**config.mk**
```make
export PLATFORM = sky130hd
export DESIGN_NAME = brg_vvadd_xcel_ctrl
export DESIGN_NICKNAME = d
export VERILOG_FILES = /design/src/rtl/brg_vvadd_xcel_ctrl.sv
export SDC_FILE = /design/constraint.sdc
export NUM_CORES = 1
export LEC_CHECK = 0
export BUFFER_PORTS_ARGS = -buffer_cell sky130_fd_sc_hd__buf_2
export CORE_AREA = 4 4 215 217
export CTS_CLUSTER_SIZE = 20
export DETAILED_ROUTE_END_ITERATION = 8
export DIE_AREA = 0 0 219 221
export GPL_TIMING_DRIVEN = 0
export MAX_ROUTING_LAYER = met4
export PLACE_DENSITY_LB_ADDON = 0.05
export SLEW_MARGIN = 30
export SYNTH_ARGS = -nofsm -noshare
export SYNTH_HDL_FRONTEND = slang
export SYNTH_SLANG_ARGS = --single-unit
```
**constraint.sdc**
```tcl
create_clock -name clk_i -period 5 [get_ports clk_i]
set_clock_uncertainty 0.05 [all_clocks]
set_input_delay 1 -clock clk_i [delete_from_list [all_inputs] [get_ports clk_i]]
set_output_delay 1 -clock clk_i [all_outputs]
set_load 0.01 [all_outputs]
```
**src/rtl/brg_vvadd_xcel_ctrl.sv**
```systemverilog
// brg_vvadd_xcel_ctrl: CSR-programmed sequencer for the VVADD accelerator (C[i] = A[i] + B[i]).
// Defining BRG_VVADD_XCEL_CTRL_PERF_EN adds the CYCLES (CSR 6) and STALLS (CSR 7) counters.
module brg_vvadd_xcel_ctrl #(
   parameter int data_width_p = 32,
   parameter int addr_width_p = 28,
   parameter int len_width_p  = 16
) (
   input  logic                    clk_i,
   input  logic                    reset_n_i,
   input  logic                    csr_v_i,
   input  logic                    csr_we_i,
   input  logic [3:0]              csr_idx_i,
   input  logic [data_width_p-1:0] csr_wdata_i,
   output logic                    csr_yumi_o,
   output logic [data_width_p-1:0] csr_rdata_o,
   output logic                    csr_rdata_v_o,
   output logic                    req_v_o,
   output logic                    req_we_o,
   output logic [addr_width_p-1:0] req_addr_o,
   output logic [data_width_p-1:0] req_data_o,
   input  logic                    req_ready_i,
   input  logic                    resp_v_i,
   input  logic [data_width_p-1:0] resp_data_i,
   output logic                    busy_o,
   output logic [2:0]              state_dbg_o
);

   // Handshake: a request transfers on a rising edge with req_v_o & req_ready_i; until then
   // req_we_o/req_addr_o/req_data_o hold steady. CSR accesses and load responses have no back-pressure.
   typedef enum logic [2:0] {
      S_IDLE    = 3'd0,
      S_ISSUE_A = 3'd1,
      S_ISSUE_B = 3'd2,
      S_WAIT    = 3'd3,
      S_STORE   = 3'd4
   } state_t;

   state_t                  state_q, state_d;
   logic [data_width_p-1:0] a_base_q, b_base_q, c_base_q, op_a_q, op_b_q, rdata_d;
   logic [len_width_p-1:0]  len_q, i_q, i_inc;
   logic [addr_width_p-1:0] offset;
   logic [1:0]              resp_cnt_q;
   logic                    done_q, csr_wr, go, cfg_wr, store_fire, last_elem;
   logic                    resp_take, done_set, done_clr;

   assign csr_yumi_o  = csr_v_i;
   assign state_dbg_o = state_q;
   assign csr_wr      = csr_v_i & csr_we_i;
   assign go          = csr_wr && (csr_idx_i == 4'd4) && csr_wdata_i[0] && (state_q == S_IDLE);
   assign cfg_wr      = csr_wr && (state_q == S_IDLE);
   assign i_inc       = i_q + len_width_p'(1);
   assign last_elem   = (i_inc == len_q);
   assign store_fire  = (state_q == S_STORE) && req_ready_i;
   assign offset      = addr_width_p'(i_q) << 2;
   // Responses only belong to ISSUE_B/WAIT, and at most two per element; anything else is dropped.
   assign resp_take   = resp_v_i && ((state_q == S_ISSUE_B) || (state_q == S_WAIT)) &&
                        (resp_cnt_q != 2'd2);
   assign done_set    = (go && (len_q == '0)) || (store_fire && last_elem);
   assign done_clr    = go || (csr_wr && (csr_idx_i == 4'd5) && csr_wdata_i[0]);

   always_ff @(posedge clk_i or negedge reset_n_i) begin
      if (!reset_n_i) state_q <= S_IDLE;
      else            state_q <= state_d;
   end

   always_comb begin
      state_d = state_q;
      case (state_q)
         S_IDLE:    if (go && (len_q != '0)) state_d = S_ISSUE_A;
         S_ISSUE_A: if (req_ready_i) state_d = S_ISSUE_B;
         S_ISSUE_B: if (req_ready_i) state_d = S_WAIT;
         S_WAIT:    if (resp_cnt_q == 2'd2) state_d = S_STORE;
         S_STORE:   if (req_ready_i) state_d = last_elem ? S_IDLE : S_ISSUE_A;
         default:   state_d = S_IDLE;
      endcase
   end

   always_comb begin
      req_v_o    = 1'b0;
      req_we_o   = 1'b0;
      req_addr_o = '0;
      req_data_o = '0;
      busy_o     = (state_q != S_IDLE);
      case (state_q)
         S_ISSUE_A: begin
            req_v_o    = 1'b1;
            req_addr_o = addr_width_p'(a_base_q) + offset;
         end
         S_ISSUE_B: begin
            req_v_o    = 1'b1;
            req_addr_o = addr_width_p'(b_base_q) + offset;
         end
         S_STORE: begin
            req_v_o    = 1'b1;
            req_we_o   = 1'b1;
            req_addr_o = addr_width_p'(c_base_q) + offset;
            req_data_o = op_a_q + op_b_q;
         end
         default: ;
      endcase
   end

   always_ff @(posedge clk_i or negedge reset_n_i) begin
      if (!reset_n_i) begin
         a_base_q <= '0;
         b_base_q <= '0;
         c_base_q <= '0;
         len_q    <= '0;
      end else if (cfg_wr) begin
         case (csr_idx_i)
            4'd0:    a_base_q <= csr_wdata_i;
            4'd1:    b_base_q <= csr_wdata_i;
            4'd2:    c_base_q <= csr_wdata_i;
            4'd3:    len_q    <= csr_wdata_i[len_width_p-1:0];
            default: ;
         endcase
      end
   end

   always_ff @(posedge clk_i or negedge reset_n_i) begin
      if (!reset_n_i) begin
         i_q        <= '0;
         resp_cnt_q <= '0;
         op_a_q     <= '0;
         op_b_q     <= '0;
         done_q     <= 1'b0;
      end else begin
         if (go)              i_q <= '0;
         else if (store_fire) i_q <= i_inc;
         if (store_fire)     resp_cnt_q <= '0;
         else if (resp_take) resp_cnt_q <= resp_cnt_q + 2'd1;
         if (resp_take && (resp_cnt_q == 2'd0)) op_a_q <= resp_data_i;
         if (resp_take && (resp_cnt_q == 2'd1)) op_b_q <= resp_data_i;
         // A done-set event outranks a same-cycle clear from software.
         if (done_set)      done_q <= 1'b1;
         else if (done_clr) done_q <= 1'b0;
      end
   end

`ifdef BRG_VVADD_XCEL_CTRL_PERF_EN
   logic [data_width_p-1:0] cycles_q, stalls_q;

   always_ff @(posedge clk_i or negedge reset_n_i) begin
      if (!reset_n_i) begin
         cycles_q <= '0;
         stalls_q <= '0;
      end else if (go) begin
         cycles_q <= '0;
         stalls_q <= '0;
      end else begin
         if (busy_o && (cycles_q != '1)) cycles_q <= cycles_q + 1'b1;
         if (req_v_o && !req_ready_i && (stalls_q != '1)) stalls_q <= stalls_q + 1'b1;
      end
   end
`endif

   always_comb begin
      rdata_d = '0;
      case (csr_idx_i)
         4'd0:    rdata_d = a_base_q;
         4'd1:    rdata_d = b_base_q;
         4'd2:    rdata_d = c_base_q;
         4'd3:    rdata_d = data_width_p'(len_q);
         4'd5:    rdata_d = {{(data_width_p-2){1'b0}}, busy_o, done_q};
`ifdef BRG_VVADD_XCEL_CTRL_PERF_EN
         4'd6:    rdata_d = cycles_q;
         4'd7:    rdata_d = stalls_q;
`endif
         default: rdata_d = '0;
      endcase
   end

   always_ff @(posedge clk_i or negedge reset_n_i) begin
      if (!reset_n_i) begin
         csr_rdata_v_o <= 1'b0;
         csr_rdata_o   <= '0;
      end else begin
         csr_rdata_v_o <= csr_v_i;
         csr_rdata_o   <= (csr_v_i && !csr_we_i) ? rdata_d : '0;
      end
   end

`ifndef SYNTHESIS
   always @(posedge clk_i) begin
      if (reset_n_i && resp_v_i && !resp_take)
         $error("brg_vvadd_xcel_ctrl: unexpected load response in state %0d", state_q);
   end
`endif

endmodule
```
==> results.cfg <==
[outcome]
status = finished, violations left
failed_checks = setup timing

[route]
wire_per_inst_um = 20.8
drtIter0Drc = 447
via_per_inst = 5.00
drc = 0
vias = 10365
first_pass_iters = 5
ant_nets = 0
routed_wl_mm = 43.2

[pwr]
power_leakage_nw = 7.72
power_density_nw_per_um2 = 515
max-vdd-ir-drop_uv = 254

[critical_path]
startpoint = state_dbg_o[0]
critPathArrivalTime_ps = 4400
cp_max_fo = 6
critPathSlowestCell = or4_4
endpoint_kind = primary output
worst-path-buf-inv = 5
crit_path_start_kind = flip-flop
cp.required_ps = 3950
crit_type = reg2out
rr_startpoint = state_dbg_o[2]
critPathMaxStageDelay_ps = 500
cp_top_family = simple AND/OR/NAND/NOR gates
crit_path_cell_trace = or3b_4 -> inv_4 -> buf_12 -> clkbuf_16 -> a22oi_2 -> nand2_1 -> ha_2 -> inv_2 -> fa_2 -> nor2b_4 -> o21ai_2 -> a21boi_2 -> o311a_1 -> o21ai_4 -> o211a_4 -> or4_4 -> a21oi_4 -> buf_6

[global_routing]
grt_pass1_vias = 10869
grt_pass1_wl_mm = 66.8
grt_usage = 0.181
grt_overflow = 0
grt_max_degree = 75
antenna_found_initial = 4

[cells_and_area]
final_common_cell = dfrtp_1
nets = 1590
syn_to_final_growth_pct = 24.6
final_cell_mix = 230 x dfrtp_1, 178 x mux2_2, 172 x buf_2, 104 x nor2_1, 86 x nand2_1
final-instance-count-excl-fill = 2075
drive_gt1_frac = 0.349

[synthesis]
ys_types = 67
syn_area_per_cell_sq_um = 10.7
synth_area_leaders = dfrtp_1 44%, mux2_2 15%, ha_1 5.1%
synth_top_area_frac = 0.440
ys.flop_type = dfrtp_1
synth-edff-count = 0
synthCells = 1229
syn_area_sq_um = 13100
synthesis.nets = 1358
yosysTopAreaCell = dfrtp_1
synth_seq_cells = 231
yosysSeqAreaShare = 0.440
async_reset_ff_frac = 1.00
yosysWarningCount = 0

[timing]
relSlewSlack = 0.342
max_freq_mhz = 184
period_needed_ps = 5450
hold_violations = 0
finalMaxSlewViolations = 0
fin_crit_sh = 1.09
tightest_slew_ps = 987
finalSetupViolCount = 15
grt_setup_unrepaired = true
layout_setup_ws_ps = -449

[run]
cap_violations = 0

[cts]
clkTransAtPathRegs_ps = 60
clock_sinks = 231
numCtsBuffers = 31
clk_latency_ps = 580
clock_path_buffers = 3
ctsHoldBuffers = 0
htree_levels = 1
cts_root_buffer = clkbuf_16
cts_tree = built

[placed_design]
dpl_worst_slack_ps = -1550
numPortBuffers = 171
dp_hpwl_mm = 31.2
finalWeightedCongestion = 0.823
dp_cells = 1995

[floorplanning]
ios = 174
chipWidth_um = 219
core-area_sq_um = 44100
row_count = 77
start_util = 0.297
dieArea_sq_um = 48400
die_h_um = 221

[min_path]
hold_path_class = in2async
-- worst reg2reg max path, stage by stage, from the launching register on --
cell      delay [ps]
dfrtp_1          390
buf_6            140
buf_4            130
or3_1            510
nand2b_1         220
nor2_1           210
and3_1           180
clkbuf_1         530
buf_2            440
mux2_2           380
-- metal layers --
metal  vias to the layer above  part of all wire  global-route usage
met3                        57             0.039              0.0318
met1                      5182              0.46               0.234
li1                       4942                 -                   -
met2                       184              0.48               0.301
met4                         0             0.021              0.0373
met5                         -                 0                   -
-- cell usage after synthesis, drive strengths merged, types with 3 or more instances --
cell type and number:
a21boi 4, o31ai 14, xnor2 31, o21ai 61, nor2 108, clkbuf 31, nand2 88, mux4 15
o41ai 4, inv 22, nand3 19, buf 26, nand2b 12, o211ai 12, a31oi 10, ha 53
a22o 4, dfrtp 231, xor2 26, and2 16, nor2b 25, nor3 23, nand4 10, mux2i 20
nor4 9, and3 11, or4 4, mux2 178, a21oi 65, nor3b 7, a22oi 23, a221o 3
or3 4, a21o 14, a211oi 6, and4 3, o21a 8
-- area by class of cell --
class	instances	area, sq um
Sequential cell	231	5780
Antenna cell	3	7.51
Fill cell	4569	27800
Buffer	56	320
Timing Repair Buffer	200	1180
Tap cell	592	741
Clock inverter	6	36.3
Multi-Input combinational cell	919	7330
Inverter	22	85.1
Clock buffer	46	872
-- per-stage QoR --
step / hold slack [ps] / util / total power [mW] / area [sq um] / setup TNS (ps)
after detailed placement: 444 / 0.337 / 6.28 / 14900 / -20970
after global routing: 244 / 0.371 / 9.09 / 16400 / -6940
after floorplan: 425 / - / 5.21 / 13100 / 0
after CTS: 228 / 0.365 / 8.50 / 16100 / -5790
after global placement: 438 / 0.334 / 6.27 / 14700 / -425750
final: 254 / 0.371 / 8.43 / 16400 / -4220
-- worst paths after layout --
check | slack [ps] | cells after the start | endpoint
max | -450 | 18 | req_addr_o[26]
min | 250 | 1 | len_q[7]
max reg2reg | 1730 | 9 | len_q[13]
min reg2reg | 450 | 1 | c_base_q[31]
max in group asynchronous | 3630 | 3 | csr_rdata_o[21]
min in group clk_i | 450 | 1 | c_base_q[31]
-- sequential cells by signal (all words and copies together), names as in the netlist --
register	count
op_a_q	32
done_q	1
len_q	16
resp_cnt_q	2
state_dbg_o	3
c_base_q	32
csr_rdata_v_o	1
csr_rdata_o	32
b_base_q	32
a_base_q	32
op_b_q	32
i_q	16
-- power breakdown --
part,total [mW],switching (mW),internal (mW)
Combinational,3.71,2.04,1.67
Sequential,2.68,0.341,2.34
Clock,2.03,0.847,1.19
Total,8.43,3.23,5.20
-- what timing repair did --
action,4_1_cts,5_1_grt
pin swaps,21,24
resized for setup,53,39
buffers inserted,18,8
setup endpoints to repair,25,20
-- kinds of logic after synthesis --
kind of cell / after synthesis / synth area share
flops: 231 / 0.440
mux: 213 / 0.194
fa+ha+maj: 55 / 0.0536
buf+inv: 79 / 0.0243
compound gates: 248 / 0.120
simple gates: 346 / 0.130
xor+xnor: 57 / 0.0380
Power figures use the tool's default switching activity.
